[config.mk]
export PLATFORM = sky130hd
export DESIGN_NAME = hazard_sequencer
export DESIGN_NICKNAME = d
export VERILOG_FILES = /design/src/rtl/hazard_sequencer.sv
export SDC_FILE = /design/constraint.sdc
export NUM_CORES = 1
export LEC_CHECK = 0
export CAP_MARGIN = 20
export CORE_UTILIZATION = 39
export CTS_CLUSTER_DIAMETER = 120
export DETAILED_ROUTE_END_ITERATION = 16
export HOLD_SLACK_MARGIN = 0.06
export PLACE_DENSITY = 0.87
export SYNTH_ARGS = -nofsm -noshare
export SYNTH_HDL_FRONTEND = slang
export SYNTH_SLANG_ARGS = --single-unit
[constraint.sdc]
create_clock -name clk -period 4.1 [get_ports clk]
set_clock_uncertainty 0.2 [all_clocks]
set_input_delay 0.41 -clock clk [delete_from_list [all_inputs] [get_ports clk]]
set_output_delay 0.41 -clock clk [all_outputs]
set_load 0.02 [all_outputs]
[src/rtl/hazard_sequencer.sv]
// Pipeline hazard/stall sequencer: load-use stalls, redirect flushes, memory-wait freeze with timeout.
// Optional saturating performance counters are enabled by defining HAZARD_PERF_CNT_EN.
module hazard_sequencer #(
    parameter int unsigned REG_ADDR_WIDTH = 5,
    parameter int unsigned MEM_TIMEOUT    = 255,
    parameter int unsigned PERF_WIDTH     = 32
) (
    input  logic                      clk,
    input  logic                      rst,
    input  logic                      idex_memread,
    input  logic [REG_ADDR_WIDTH-1:0] idex_rd,
    input  logic [REG_ADDR_WIDTH-1:0] ifid_rs1,
    input  logic [REG_ADDR_WIDTH-1:0] ifid_rs2,
    input  logic                      ifid_use_rs1,
    input  logic                      ifid_use_rs2,
    input  logic                      ex_pcsrc,
    input  logic                      mem_req,
    input  logic                      mem_ready,
    output logic                      pcwrite,
    output logic                      ifidwrite,
    output logic                      idexwrite,
    output logic                      exmemwrite,
    output logic                      clearcontrol,
    output logic                      ifid_flush,
    output logic                      idex_flush,
    output logic                      memwb_bubble,
    output logic                      mem_timeout,
    output logic [1:0]                state,
    output logic [PERF_WIDTH-1:0]     perf_stall,
    output logic [PERF_WIDTH-1:0]     perf_flush,
    output logic [PERF_WIDTH-1:0]     perf_memwait
);

    typedef enum logic [1:0] {
        RUN      = 2'd0,
        MEM_WAIT = 2'd1,
        ERROR    = 2'd2,
        ILLEGAL  = 2'd3
    } state_t;

    localparam logic [15:0] TIMEOUT_C = 16'(MEM_TIMEOUT);

    state_t      state_q, state_d;
    logic [15:0] wait_cnt_q, wait_cnt_d;
    logic        freeze_s, lu_hazard_s, hold_s, redirect_s, stall_s;

    assign freeze_s    = mem_req & ~mem_ready;
    assign lu_hazard_s = idex_memread & (idex_rd != {REG_ADDR_WIDTH{1'b0}}) &
                         ((ifid_use_rs1 & (ifid_rs1 == idex_rd)) |
                          (ifid_use_rs2 & (ifid_rs2 == idex_rd)));
    // A held redirect or hazard is simply re-evaluated once the freeze releases.
    assign hold_s      = (state_q == ERROR) | freeze_s;
    assign redirect_s  = ~hold_s & ex_pcsrc;
    assign stall_s     = ~hold_s & ~ex_pcsrc & lu_hazard_s;

    // Next-state and wait-counter logic; the timeout compare happens before the increment.
    always_comb begin
        state_d    = state_q;
        wait_cnt_d = wait_cnt_q;
        case (state_q)
            RUN: begin
                wait_cnt_d = 16'd0;
                if (freeze_s) state_d = MEM_WAIT;
                else          state_d = RUN;
            end
            MEM_WAIT: begin
                if (mem_ready | ~mem_req) begin
                    state_d    = RUN;
                    wait_cnt_d = 16'd0;
                end else if (wait_cnt_q == TIMEOUT_C) begin
                    state_d = ERROR;
                end else begin
                    wait_cnt_d = wait_cnt_q + 16'd1;
                end
            end
            ERROR: begin
                state_d = ERROR;
            end
            default: begin
                state_d    = RUN;
                wait_cnt_d = 16'd0;
            end
        endcase
    end

    // State and wait-counter registers.
    always_ff @(posedge clk or negedge rst) begin
        if (!rst) begin
            state_q    <= RUN;
            wait_cnt_q <= 16'd0;
        end else begin
            state_q    <= state_d;
            wait_cnt_q <= wait_cnt_d;
        end
    end

    // Pipeline control decode; reset forces the free-running pattern immediately.
    always_comb begin
        pcwrite      = 1'b1;
        ifidwrite    = 1'b1;
        idexwrite    = 1'b1;
        exmemwrite   = 1'b1;
        clearcontrol = 1'b0;
        ifid_flush   = 1'b0;
        idex_flush   = 1'b0;
        memwb_bubble = 1'b0;
        if (!rst) begin
            pcwrite = 1'b1;
        end else if (hold_s) begin
            pcwrite      = 1'b0;
            ifidwrite    = 1'b0;
            idexwrite    = 1'b0;
            exmemwrite   = 1'b0;
            memwb_bubble = 1'b1;
        end else if (redirect_s) begin
            ifid_flush = 1'b1;
            idex_flush = 1'b1;
        end else if (stall_s) begin
            pcwrite      = 1'b0;
            ifidwrite    = 1'b0;
            clearcontrol = 1'b1;
            idex_flush   = 1'b1;
        end else begin
            pcwrite = 1'b1;
        end
    end

    assign mem_timeout = (state_q == ERROR);
    assign state       = state_q;

`ifdef HAZARD_PERF_CNT_EN
    logic [PERF_WIDTH-1:0] perf_stall_q, perf_stall_d;
    logic [PERF_WIDTH-1:0] perf_flush_q, perf_flush_d;
    logic [PERF_WIDTH-1:0] perf_memwait_q, perf_memwait_d;
    logic                  memwait_inc_s;

    assign memwait_inc_s = freeze_s & (state_q != ERROR);

    // Saturating increments: each counter parks at all-ones.
    always_comb begin
        perf_stall_d   = perf_stall_q;
        perf_flush_d   = perf_flush_q;
        perf_memwait_d = perf_memwait_q;
        if (stall_s && (perf_stall_q != {PERF_WIDTH{1'b1}}))
            perf_stall_d = perf_stall_q + {{(PERF_WIDTH-1){1'b0}}, 1'b1};
        else
            perf_stall_d = perf_stall_q;
        if (redirect_s && (perf_flush_q != {PERF_WIDTH{1'b1}}))
            perf_flush_d = perf_flush_q + {{(PERF_WIDTH-1){1'b0}}, 1'b1};
        else
            perf_flush_d = perf_flush_q;
        if (memwait_inc_s && (perf_memwait_q != {PERF_WIDTH{1'b1}}))
            perf_memwait_d = perf_memwait_q + {{(PERF_WIDTH-1){1'b0}}, 1'b1};
        else
            perf_memwait_d = perf_memwait_q;
    end

    // Performance counter registers.
    always_ff @(posedge clk or negedge rst) begin
        if (!rst) begin
            perf_stall_q   <= {PERF_WIDTH{1'b0}};
            perf_flush_q   <= {PERF_WIDTH{1'b0}};
            perf_memwait_q <= {PERF_WIDTH{1'b0}};
        end else begin
            perf_stall_q   <= perf_stall_d;
            perf_flush_q   <= perf_flush_d;
            perf_memwait_q <= perf_memwait_d;
        end
    end

    assign perf_stall   = perf_stall_q;
    assign perf_flush   = perf_flush_q;
    assign perf_memwait = perf_memwait_q;
`else
    assign perf_stall   = {PERF_WIDTH{1'b0}};
    assign perf_flush   = {PERF_WIDTH{1'b0}};
    assign perf_memwait = {PERF_WIDTH{1'b0}};
`endif

endmodule

# ---- Word-level counts from Yosys, hierarchy flattened
# Cells that the tools add are included.
dict set report classes {
  n_addsub 1
  mul 0
  div_mod_pow 0
  magnitude_cmp 0
  n_eq_ne 7
  n_shift 0
  muxes 25
  n_bitwise 16
  n_reduce_logical 3
}
# op n
set op_table {}
lappend op_table {{$mux W16} 2}
lappend op_table {{$pmux W16 S2} 1}
lappend op_table {{$mux W1} 19}
lappend op_table {{$add A16 B1 Y16 const B} 1}
lappend op_table {{$eq A16 B8 Y1 const B} 1}
lappend op_table {{$eq A5 B5 Y1} 2}
lappend op_table {{$and A1 B1 Y1} 8}
lappend op_table {{$ne A3 B3 Y1 const B} 2}
lappend op_table {{$pmux W2 S3} 1}
lappend op_table {{$not A1 Y1} 5}
lappend op_table {{$reduce_bool A5 Y1} 1}
lappend op_table {{$mux W2} 2}
lappend op_table {{$or A1 B1 Y1} 3}
lappend op_table {{$eq A2 B1 Y1 const B} 1}
lappend op_table {{$eq A2 B2 Y1 const B} 1}
lappend op_table {{$logic_not A2 Y1} 1}
lappend op_table {{$reduce_and A2 Y1} 1}
dict set report totals {
  regBits 18
  latchBits 0
  ramBits 0
  romBits 0
  input_bits 23
  word_cells 54
  memories 0
}

# ---- Logic depth before layout (Yosys ltp)
dict set report depth {
  depth_word 10
  mapped_depth 6
  mapped_depth_nobuf 5
}

# ---- Least setup slack after synthesis
# No wires, ideal clock.
dict set report synth_path {
  kind {flip-flop to output port}
  startpoint {register state_q[0] (netlist: state[0])}
  endpoint {output clearcontrol}
  arrival_time_ns 1.820
  t_required_ns 3.490
  setup_slack_ns 1.670
  path_stages_with_launch 5
  n_path_buf 1
  path_cell_list {dfrtp_1 -> nand2b_1 -> clkbuf_1 -> nand3_1 -> nor4_1}
}
dict set report synth_between {
  elab_chain_len 9
}
# item line
set synth_rtl {}
lappend synth_rtl {{start: declaration} 43} ;# state_t state_q, state_d;
lappend synth_rtl {{start signal: assignment} 92} ;# state_q <= state_d;
lappend synth_rtl {{$eq A2 B2 Y1 (*)} 52} ;# assign hold_s = (state_q == ERROR) | freeze_s;
lappend synth_rtl {{$or A1 B1 Y1 (*)} 52}
lappend synth_rtl {{$not A1 Y1} {53, 54}}
lappend synth_rtl {{$and A1 B1 Y1 (2 in a row)} 54} ;# assign stall_s = ~hold_s & ~ex_pcsrc & lu_hazard_s;
lappend synth_rtl {{$mux W1} 118} ;# end else if (stall_s) begin
lappend synth_rtl {{$mux W1} 115} ;# end else if (redirect_s) begin
lappend synth_rtl {{$mux W1 (*)} 109} ;# end else if (hold_s) begin
lappend synth_rtl {{$mux W1 (*)} 107} ;# if (!rst) begin
lappend synth_rtl {{end: declaration} 23} ;# output logic clearcontrol,
# Every way passes the cells marked *; elsewhere a longest branch is shown, timed or not.

# ---- Worst setup path in the final report
dict set report layout_path {
  startpoint {input idex_rd[1]}
  endpoint {output ifidwrite}
}
dict set report layout_between {
  elab_chain_len 9
}
# item line
set layout_rtl {}
lappend layout_rtl {{start: declaration} 11} ;# input logic [REG_ADDR_WIDTH-1:0] idex_rd,
lappend layout_rtl {{$eq A5 B5 Y1 (on tied branches)} {49, 50}}
lappend layout_rtl {{$and A1 B1 Y1 (on tied branches)} {49, 50}}
lappend layout_rtl {{$or A1 B1 Y1} 49} ;# ((ifid_use_rs1 & (ifid_rs1 == idex_rd)) |
lappend layout_rtl {{$and A1 B1 Y1 (*)} 48} ;# assign lu_hazard_s = idex_memread & (idex_rd != {REG_ADDR_WIDTH{1'b0}}) &
lappend layout_rtl {{$and A1 B1 Y1 (*)} 54}
lappend layout_rtl {{$mux W1 (*)} 118}
lappend layout_rtl {{$mux W1 (*)} 115}
lappend layout_rtl {{$mux W1 (*)} 109}
lappend layout_rtl {{$mux W1 (*)} 107}
lappend layout_rtl {{end: declaration} 20} ;# output logic ifidwrite,
# Marks and branches as above.

==> impl_results.md <==
- Status: complete, no violations
- CP arrival: 2.57 ns
- Proportion of layout cells with a drive suffix above 1: 0.0340
- Total GRT Usage: 0.118
- Post_cts resized: 0
- Fin Hold WS: 0.313 ns
- Area Overhead vs Synth: 3.55%
- Leak: 0.000972 uW
- Via count: 1,426
- Die extent in y: 72.5 um
- Post-CTS Setup Bufs: 0
- Antenna Nets Post-Route: 0
- Top Ports: 130
- Total negative setup slack: 0 ns
- Synth async-reset ratio: 1.00
- Fin cells: 332
- Area leader, netlist: buf_4
- First-pass GRT wire length: 4.95 mm
- Max-slew violation count: 0
- CTS tree: built
- Vias in the first global route: 1,141
- Antenna cell count: 0
- Fin nets: 291
- Peak VDD IR: 132 uV
- IO Port Bufs: 33
- Starting Density: 0.408
- Global route overflow: 0
- DRC viols: 0
- Max Cap Viol: 0
- Yosys top cell area share: 0.379
- H-tree depth: 1
- CP Capture Type: output pin
- Initial antenna violation count: 0
- Die area: 0.00526 sq mm
- Rel. slew slack: 0.393
- Number of synthesized flops with an enable pin: 0
- Unrepaired setup endpoints after global routing: false
- Synth Instances: 233
- Routed length per instance: 9.94 um
- R2r worst-path depth: 4
- CP startpoint: idex_rd[1]
- CP startpoint kind: input pin
- Clock sink total: 18
- Worst hold-check path type: reg -> reg
- Hold path cells: 1
- Total Wirelength: 3.30 mm
- Reg-to-reg startpoint: state[0]
- Post-Place Cells: 329
- Top cells by area, synth: buf_4 (38%), dfrtp_1 (23%), xor2_1 (3.6%)
- Worst-path clk slew: 0.06 ns
- Crit share post-route: 0.776
- Top FF cell, synth: dfrtp_1
- Largest net degree at the start of global routing: 19
- Synthesis-stage register bit count: 18
- Max Freq: 0.314 GHz
- CTS root buf: clkbuf_8
- Via density: 4.30
- Clock tree buffer depth: 2
- Warnings, synthesis: 0
- Clk_lat worst skew: 0.25 ns
- CTS Buf Count: 3
- Final setup viols: 0
- Crit path max fanout: 3
- Req. time, crit path: 3.49 ns
- Sequential area share after synthesis: 0.232
- Router iterations before antenna repair: 4
- Final Wtd Congestion: 0.887
- Final Hold Viols: 0
- Hold Crit Start: state[1]
- Chip width: 72.5 um
- Pwr Density: 219 mW/mm^2
- Starting DRT DRC Count: 32
- Rows: 25
- Post-CTS Hold Buffers: 0
- Syn Std Cell Area: 0.00194 sq mm
- Mean Syn Cell Area: 8.32 sq um
- Crit Path Class: in -> out
- Core Region: 0.00475 sq mm
- Post-synth cell types: 42
- Slew @ Worst Pin: 0.908 ns
- Post-layout min period: 3.18 ns
- Final HPWL DP: 2.69 mm
state kept, by name, indices dropped and copies added, names as in the netlist:
register    count
state           2
wait_cnt_q     16
per-stage QoR:
stage / total power (uW) / util / instance area [sq um] / setup WS [ns]
after floorplan: 351 / - / 2300 / 1.67
after global placement: 318 / 0.414 / 1970 / 0.998
after detailed placement: 320 / 0.414 / 1970 / 0.925
after CTS: 439 / 0.422 / 2010 / 0.912
after global routing: 460 / 0.422 / 2010 / 0.839
final: 439 / 0.422 / 2010 / 0.919
power breakdown:
part / switching [uW] / internal [uW]
combinational: 104 / 34.1
sequential: 0.815 / 178
clock: 56.4 / 65.3
layer usage:
| layer | GRT usage | vias to the layer above | wire (um) |
|---|---|---|---|
| met4 | 0.0675 | 0 | 59 |
| met2 | 0.206 | 74 | 1750 |
| met1 | 0.144 | 665 | 1320 |
| li1 | - | 682 | - |
| met5 | 0 | - | 0 |
| met3 | 0.00833 | 5 | 172 |
synthesized netlist by cell type (2+ instances only):
cell type  instances
o31ai_1            6
inv_1              6
nor4_1             3
and3_1             5
a211oi_1           2
nor3_1             4
nand2b_1           2
xnor2_1            2
or3_1              3
buf_4             98
o311a_1            2
o21ai_0            7
nor2_1             2
a21oi_1           12
dfrtp_1           18
or4_1              7
xor2_1             8
nand2_1           16
nand3_1            7
path summary, 6_finish.rpt:
| check | endpoint | slack [ns] |
|---|---|---|
| max in group asynchronous | wait_cnt_q[2] | 3.05 |
| setup reg to reg | wait_cnt_q[13] | 1.87 |
| setup / recovery | ifidwrite | 0.92 |
| min in group asynchronous | wait_cnt_q[15] | 0.45 |
| hold reg to reg | state[0] | 0.31 |
| hold / removal | state[0] | 0.31 |
critical path: stages:
cell             delay, ns
clkdlybuf4s50_1       0.48
or4_1                 0.54
o21ai_0               0.32
o41a_1                0.20
clkdlybuf4s50_1       0.62
cell usage in the layout, fill, tap and decap left out, types with 2 or more instances in the layout:
| master | Yosys | final |
|---|---|---|
| a211oi_1 | 2 | 2 |
| a21oi_1 | 12 | 12 |
| and3_1 | 5 | 5 |
| clkbuf_8 | 0 | 3 |
| clkdlybuf4s50_1 | 0 | 33 |
| conb_1 | 1 | 96 |
| dfrtp_1 | 18 | 18 |
| inv_1 | 6 | 6 |
| nand2_1 | 16 | 16 |
| nand2b_1 | 2 | 2 |
| nand3_1 | 7 | 7 |
| nor2_1 | 2 | 2 |
| nor3_1 | 4 | 4 |
| nor4_1 | 3 | 3 |
| o21ai_0 | 7 | 7 |
| o311a_1 | 2 | 2 |
| o31ai_1 | 6 | 6 |
| or3_1 | 3 | 3 |
| or4_1 | 7 | 7 |
| xnor2_1 | 2 | 2 |
| xor2_1 | 8 | 8 |
cell type report:
type                    instances  area [sq um]
fillers                       474          2750
multi-input cells             204          1070
flip-flops and latches         18           450
repair buffers                 34           338
well taps                      67          83.8
clock buffers                   3          41.3
inverters                       6          22.5
logic make-up (layout without fill, tap and decap cells):
family	after synthesis	after routing	synth area share
AND/OR/NAND/NOR	57	57	0.168
buffers and inverters	106	43	0.399
multiplexers	1	1	0.00581
flip-flops	18	18	0.232
XOR/XNOR	10	10	0.0452
AO/OA/AOI/OAI	39	39	0.141
adder cells (fa/ha/maj)	1	1	0.00645
other	1	96	0.00193
Power figures use the tool's default switching activity.
==> RTL edit: new RTL, same flow settings <==
Build with the macro `HAZARD_PERF_CNT_EN` defined.
--- a/src/rtl/hazard_sequencer.sv
+++ b/src/rtl/hazard_sequencer.sv
@@ -1,4 +1,6 @@
 // Pipeline hazard/stall sequencer: load-use stalls, redirect flushes, memory-wait freeze with timeout.
 // Optional saturating performance counters are enabled by defining HAZARD_PERF_CNT_EN.
+`define HAZARD_PERF_CNT_EN
+
 module hazard_sequencer #(
     parameter int unsigned REG_ADDR_WIDTH = 5,
Check against the original RTL: not equivalent (Yosys sat finds a counterexample within 4 cycles, from zero or initial values and one cycle with rst low).
==> RTL edit against the original RTL <==
Worst hold slack got worse by 0.042 ns; synthesized cell count increased by 130%; sequential cell count increased by 96; wire length increased to 4.0 times the old value; largest power group is now clock; clock power increased to 11 times the old value; setup slack got worse by 0.12 ns; power increased to 6.8 times the old value; area after synthesis increased to 2.9 times the old value; cell area increased to 3.8 times the old value; critical path depth increased by 3; via count increased to 3.2 times the old value.
==> RTL edit: results (changes against the original RTL) <==
The run finished with clean final reports. The number of placed instances, taps included was 848 (+160%). Broken down by cell family, the worst path's largest delay share belongs to simple AND/OR/NAND/NOR gates. Pin count of the biggest net entering global routing: 54 (+35). For the layout net count, the log shows 715 (+150%). Data arrival time of the critical path: 2.69 ns (+0.12 ns).

After synthesis, the most frequently instantiated cells are 114 x dfrtp_1, 58 x xnor2_1, 55 x xor2_1. The post-synthesis share of cell area spent on xor and xnor gates was 0.180 (+0.135). For the standard cell area after detailed placement, the log shows 7100 µm² (+260%).

The run gives 1,191 (+150%) as the layout filler cell count. The sequential cell area is 2850 µm² (+530%). The detail-routed net length per standard cell is 15.1 µm (+52%). The met3 routing resource usage after global routing was 0.0566 (+0.0483); the final weighted congestion of routability-driven global placement was 0.838 (-5.6%).

The number of detailed-routing iterations run before antenna repair was 5 (+1); the clock-cell share of area was 0.0684 (+0.0478). The iteration-0 DRC count of the detailed router is 224 (+600%), and the fraction of power spent switching nets is 0.259 (-0.109). The static leakage was 3.35 nW (+250%); the number of buffers inserted for hold repair after clock tree synthesis was 1 (+1). The share of final-layout standard cells stronger than drive strength 1 is 0.0646 (+0.0306), and the worst slack at placement is 0.787 ns (-0.138 ns). The sum of net half-perimeters after detailed placement is 9660 µm (+260%).

For the sequential area share after synthesis, the log shows 0.509 (+0.277). The logs give 0.301 (+0.0952) for the global routing usage on met2 and 4 (+3) for the maximum level of the CTS H-tree. The total length of routed met2 wires was 6280 µm (+260%); the number of clock sinks seen by CTS was 114 (+96). The logs give 0.134 (-0.181) for the combinational fraction of design power and 22,000 µm (+340%) for the first-pass GRT wire length. The clock tree root buffer cell is clkbuf_16. The non-clock buffering overhead in the final layout was 0.173 (+0.00489); the source-to-sink clock delay at the later pin of the worst-skew pair was 0.41 ns (+0.16 ns). For the count of cell types in the netlist, the log shows 48 (+14%).

The tools report the endpoint of the lowest-slack register-to-register path as perf_stall[1].
-- RTL edit: cell types whose count changed in the layout (fill, tap and decap cells not counted), moves of 11 or more --
cell,unedited run,this run
nand4_1,1,28
clkdlybuf4s50_1,33,128
and4_1,1,13
clkbuf_16,0,17
nand2_1,16,52
nor2_1,2,53
dfrtp_1,18,114
nand3_1,7,37
conb_1,96,0
xnor2_1,2,58
nor3_1,4,23
and2_1,0,11
xor2_1,8,55
-- RTL edit: worst max path at each step --
stage                         endpoint  slack, ns
after floorplan                pcwrite       1.20
after global placement         pcwrite       0.84
after detailed placement       pcwrite       0.79
after CTS                      pcwrite       0.78
after global routing      clearcontrol       0.66
final                          pcwrite       0.80
-- RTL edit: through the flow --
step | hold WS (ns) | total power [mW]
floorplan | -0.0856 | 1.48
global placement | 0.0806 | 1.69
detailed placement | 0.0804 | 1.70
CTS | 0.257 | 3.03
global route | 0.274 | 3.13
finish | 0.270 | 3.01
